### src/rtl/mem_arbiter.sv
// Arbiter sharing one single-port memory between instruction fetch and data access.
// Data has priority, with a starvation bound so fetch always makes progress.
module mem_arbiter #(
    parameter int DATA_WIDTH = 32,
    parameter int ADDR_WIDTH = 32,
    parameter int MAX_STARVE = 4,
    parameter int TIMEOUT    = 64
) (
    input  logic                  clk,
    input  logic                  rst,
    input  logic                  if_req,
    input  logic [ADDR_WIDTH-1:0] if_addr,
    output logic                  if_ready,
    output logic [DATA_WIDTH-1:0] if_rdata,
    input  logic                  d_req,
    input  logic                  d_we,
    input  logic [ADDR_WIDTH-1:0] d_addr,
    input  logic [DATA_WIDTH-1:0] d_wdata,
    output logic                  d_ready,
    output logic [DATA_WIDTH-1:0] d_rdata,
    output logic                  mem_req,
    output logic                  mem_we,
    output logic [ADDR_WIDTH-1:0] mem_addr,
    output logic [DATA_WIDTH-1:0] mem_wdata,
    input  logic                  mem_ack,
    input  logic [DATA_WIDTH-1:0] mem_rdata,
    output logic                  stall,
    output logic                  err
);

    localparam int SW = $clog2(MAX_STARVE + 1);
    localparam int TW = $clog2(TIMEOUT);
    localparam logic [SW-1:0] STARVE_LIM = SW'(MAX_STARVE);
    localparam logic [TW-1:0] TO_LAST    = TW'(TIMEOUT - 1);

    typedef enum logic [1:0] {
        IDLE,
        F_BUSY,
        D_BUSY,
        RESP
    } state_t;

    state_t          state;
    logic [SW-1:0]   starve_cnt;
    logic [TW-1:0]   to_cnt;

    assign stall = if_req & ~if_ready;

    always_ff @(posedge clk or negedge rst) begin
        if (!rst) begin
            state      <= IDLE;
            starve_cnt <= '0;
            to_cnt     <= '0;
            mem_req    <= 1'b0;
            mem_we     <= 1'b0;
            mem_addr   <= '0;
            mem_wdata  <= '0;
            if_ready   <= 1'b0;
            if_rdata   <= '0;
            d_ready    <= 1'b0;
            d_rdata    <= '0;
            err        <= 1'b0;
        end else begin
            case (state)
                IDLE: begin
                    if (!if_req) begin
                        starve_cnt <= '0;
                    end
                    // Data wins unless fetch has already waited out its starvation budget.
                    if (d_req && (!if_req || starve_cnt < STARVE_LIM)) begin
                        state     <= D_BUSY;
                        mem_req   <= 1'b1;
                        mem_we    <= d_we;
                        mem_addr  <= d_addr;
                        mem_wdata <= d_wdata;
                        to_cnt    <= '0;
                        if (if_req) begin
                            starve_cnt <= starve_cnt + 1'b1;
                        end
                    end else if (if_req) begin
                        state      <= F_BUSY;
                        mem_req    <= 1'b1;
                        mem_we     <= 1'b0;
                        mem_addr   <= if_addr;
                        mem_wdata  <= '0;
                        to_cnt     <= '0;
                        starve_cnt <= '0;
                    end
                end
                F_BUSY, D_BUSY: begin
                    if (mem_ack) begin
                        mem_req <= 1'b0;
                        state   <= RESP;
                        if (state == D_BUSY) begin
                            d_ready <= 1'b1;
                            d_rdata <= mem_we ? '0 : mem_rdata;
                        end else begin
                            if_ready <= 1'b1;
                            if_rdata <= mem_rdata;
                        end
                    end else if (to_cnt == TO_LAST) begin
                        // Memory never answered: abort and hand back zero data with err.
                        mem_req <= 1'b0;
                        state   <= RESP;
                        err     <= 1'b1;
                        if (state == D_BUSY) begin
                            d_ready <= 1'b1;
                            d_rdata <= '0;
                        end else begin
                            if_ready <= 1'b1;
                            if_rdata <= '0;
                        end
                    end else begin
                        to_cnt <= to_cnt + 1'b1;
                    end
                end
                RESP: begin
                    if_ready <= 1'b0;
                    d_ready  <= 1'b0;
                    if_rdata <= '0;
                    d_rdata  <= '0;
                    err      <= 1'b0;
                    state    <= IDLE;
                end
                default: begin
                    state <= IDLE;
                end
            endcase
        end
    end

endmodule

### config.mk
export PLATFORM = sky130hd
export DESIGN_NAME = mem_arbiter
export DESIGN_NICKNAME = d
export VERILOG_FILES = /design/src/rtl/mem_arbiter.sv
export SDC_FILE = /design/constraint.sdc
export NUM_CORES = 1
export LEC_CHECK = 0
export CORE_ASPECT_RATIO = 1.4
export CORE_UTILIZATION = 44
export CTS_BUF_LIST = sky130_fd_sc_hd__clkbuf_2 sky130_fd_sc_hd__clkbuf_4 sky130_fd_sc_hd__clkbuf_8
export CTS_CLUSTER_SIZE = 30
export DETAILED_ROUTE_END_ITERATION = 6
export MAX_ROUTING_LAYER = met4
export PLACE_DENSITY = 0.82
export SETUP_SLACK_MARGIN = 0.3
export SYNTH_ARGS = -nofsm -noshare
export SYNTH_HDL_FRONTEND = slang
export SYNTH_SLANG_ARGS = --single-unit
### constraint.sdc
create_clock -name clk -period 2.6 [get_ports clk]
set_input_delay 0.65 -clock clk [delete_from_list [all_inputs] [get_ports clk]]
set_output_delay 0.65 -clock clk [all_outputs]
set_load 0.1 [all_outputs]
==> out/metrics.csv <==
stage,metric,value,unit
die,Die W,104,µm
die,core area,14100,µm²
synthesis,most area-consuming cells after synthesis,"dfrtp_1 (56%), mux2i_1 (15%), nand2_1 (5.7%)",
critical_path,type of the worst setup path,flip-flop to flip-flop,
synthesis,synthesis-stage register bit count,144,
die,Ports,268,
timing,Setup Viol. Count Final,0,
routing,DRT antenna net count,0,
critical_path,CP arrival,2550,ps
synthesis,most common library cells after synthesis,"dfrtp_1 (144), nand2_1 (98), mux2i_1 (94)",
critical_path,Worst path max stage delay,530,ps
global_route,initial antenna violation count,0,
die,Die Ht,145,µm
clock_tree,clock latency on the worst-skew pair,430,ps
critical_path,Buf/Inv on CP,1,
timing,RSZ-0062 raised after global routing,yes,
die,initial core utilization,45.5,%
synthesis,post-synth top area share,56.2,%
routing,DR pass1 iterations,4,
routing,DRT iter0 DRCs,216,
critical_path,critical path cell sequence,inv_1 -> ha_1 -> or3b_2 -> a21bo_2 -> nor4_1 -> a221o_1,
global_route,Total Routing Usage GR,23.2,%
critical_path,startpoint types,flip-flop,
routing,vias after detailed routing,5193,
final_layout,register area,3600,µm²
timing,setup TNS,0,ps
synthesis,Synth warnings,0,
synthesis,Post-synth EDFFs,0,
clock_tree,TritonCTS sink count,144,
flow_run,max_cap viols,0,
timing,Max Transition Viols Final,0,
routing,WL per Instance,16.0,µm
synthesis,async set-reset flop share out of synthesis,100,%
critical_path,Top delay family on crit path,simple AND/OR/NAND/NOR gates,
clock_tree,clk root buf,clkbuf_8,
hold_path,Hold Crit Class,primary input to asynchronous set/reset pin,
critical_path,Crit-path slowest cell,or3b_2,
clock_tree,CTS tree,done,
routing,routed vias/inst,5.01,
clock_tree,CTS Hold Bufs,0,
final_layout,layout cells sized above 1,23.5,%
clock_tree,number of buffers created by CTS,17,
placement,dpl hpwl,12700,µm
synthesis,Synth Flop Type,dfrtp_1,
synthesis,Synth area leader,dfrtp_1,
synthesis,Post-Synthesis Cells,572,
clock_tree,Max clock buf depth,2,
placement,input/output buffers,267,
clock_tree,"CTS clk-pin slew, worst paths",80,ps
global_route,total grt overflow,0,
timing,Hold Fails Final Rpt,0,
routing,drc violations,0,
critical_path,Crit Path Max Fanout,9,
timing,Final min period,2240,ps
synthesis,synthesized cell area,6410,µm²
synthesis,syn_area_per_cell,11.2,µm²
timing,period utilization,86.2,%
timing,Slew HR,63.1,%
synthesis,syn nets,714,
clock_tree,"Setup Fix Bufs, Post-CTS",0,
final_layout,# diodes,0,
synthesis,"Seq/Total Area, Yosys",56.2,%
die,DIE AREA,15100,µm²
die,Rows,51,
critical_path,CP endpoint kind,flip-flop,
critical_path,Crit. path cell count,6,
timing,clk_skew,9.61,ps
critical_path,WP data required,2910,ps
timing,Max Freq,0.446,GHz
final_layout,fill cell count,1090,
run_status,outcome,completed,
routing,total wire length,16600,µm
timing,Tightest Pin Transition,554,ps
global_route,first-pass GRT wire length,26200,µm
final_layout,nets@finish,982,
global_route,vias in the first global route,5310,
placement,GPL Wtd Cong,0.837,
final_layout,area grow syn2layout,45.7,%
global_route,largest net degree at the start of global routing,81,
clock_tree,CTS H-tree depth,4,
critical_path,Worst R2R Path Depth,6,
final_layout,Multi-input gate area,2340,µm²
synthesis,unique cell type count in the Yosys netlist,44,
synthesis,cell with the most instances after synthesis,dfrtp_1,
[final timing paths]
kind | from | to | slack, ps
worst min register to register | mem_addr[20]$_DFFE_PN0P_ | mem_addr[20]$_DFFE_PN0P_ | 480
worst max register to register | state[0]$_DFFE_PN0P_ | to_cnt[5]$_DFFE_PN0P_ | 360
worst min-delay path | rst | if_rdata[4]$_DFFE_PN0P_ | 180
min in group clk | mem_addr[20]$_DFFE_PN0P_ | mem_addr[20]$_DFFE_PN0P_ | 480
max in group asynchronous | rst | mem_wdata[22]$_DFFE_PN0P_ | 1670
worst max-delay path | state[0]$_DFFE_PN0P_ | to_cnt[5]$_DFFE_PN0P_ | 360
[state kept, by name, summed over array words and instances, names as in the netlist, named ones only]
signal      count
mem_wdata      32
if_rdata       32
mem_addr       32
state           2
mem_req         1
d_rdata        32
starve_cnt      3
mem_we          1
if_ready        1
to_cnt          6
err             1
[cell type report]
cell class	count	area share, %
Tap cell	185	2.48
Multi-Input combinational cell	325	25.1
Clock inverter	13	1.25
Sequential cell	144	38.6
Timing Repair Buffer	284	27.3
Clock buffer	18	2.58
Inverter	68	2.73
[kinds of logic (layout without fill, tap and decap cells)]
| group | Yosys count | after routing | share of synthesized area [%] |
|---|---|---|---|
| AO/OA/AOI/OAI | 88 | 88 | 9.85 |
| XOR/XNOR | 1 | 1 | 0.137 |
| adder cells (fa/ha/maj) | 8 | 8 | 1.56 |
| buffers and inverters | 103 | 383 | 7.96 |
| flip-flops | 144 | 144 | 56.2 |
| multiplexers | 99 | 99 | 15.5 |
| AND/OR/NAND/NOR | 129 | 129 | 8.78 |
[placed cells by master (no fill, tap or decap), types with 2 or more instances in the layout]
master             n
inv_1             68
clkinv_4           2
nand2_1           98
clkinv_2           3
dfrtp_1          144
mux2_2             5
nand3_1            2
nor2_1             4
a22o_1            35
o21ai_0           37
and2_1             3
nor3_1             3
clkdlybuf4s50_1  132
o31ai_1            2
buf_12             7
nand4_1            2
clkinvlp_4         6
nor2b_1            2
o22a_1             2
buf_4            144
ha_1               8
mux2i_1           94
clkbuf_8          17
nor2b_2            2
[metrics by stage]
stage / utilization, % / instances / area [µm²] / setup WS, ps / hold WS (ps)
4_1_cts: 66.2 / 1037 / 9340 / 365 / 189
3_3_place_gp: 63.7 / 1006 / 8980 / 207 / 465
6_report: 66.3 / 1037 / 9340 / 360 / 179
3_5_place_dp: 63.7 / 1006 / 8980 / 181 / 472
5_1_grt: 66.3 / 1037 / 9340 / 267 / 198
2_1_floorplan: - / 572 / 6420 / 543 / 354
[repair_timing]
item,4_1_cts,5_1_grt
hold endpoints to repair,0,0
resized for setup,0,1
setup endpoints to repair,0,3
[per-layer routing]
layer	vias up	track usage (%)	wire length [µm]
met2	226	39.9	8470
li1	2438	-	-
met3	39	4.57	907
met1	2490	26.4	6680
met5	-	-	0
met4	0	10.8	515
[worst reg2reg max path, stage by stage, from the launching register on]
cell and delay, ps:
dfrtp_1 420, inv_1 160, ha_1 410, or3b_2 530, a21bo_2 250, nor4_1 70, a221o_1 270
Power is left out: the tool's default activity adds up to more than one toggle a clock period on the data nets, which glitch-free logic cannot reach.
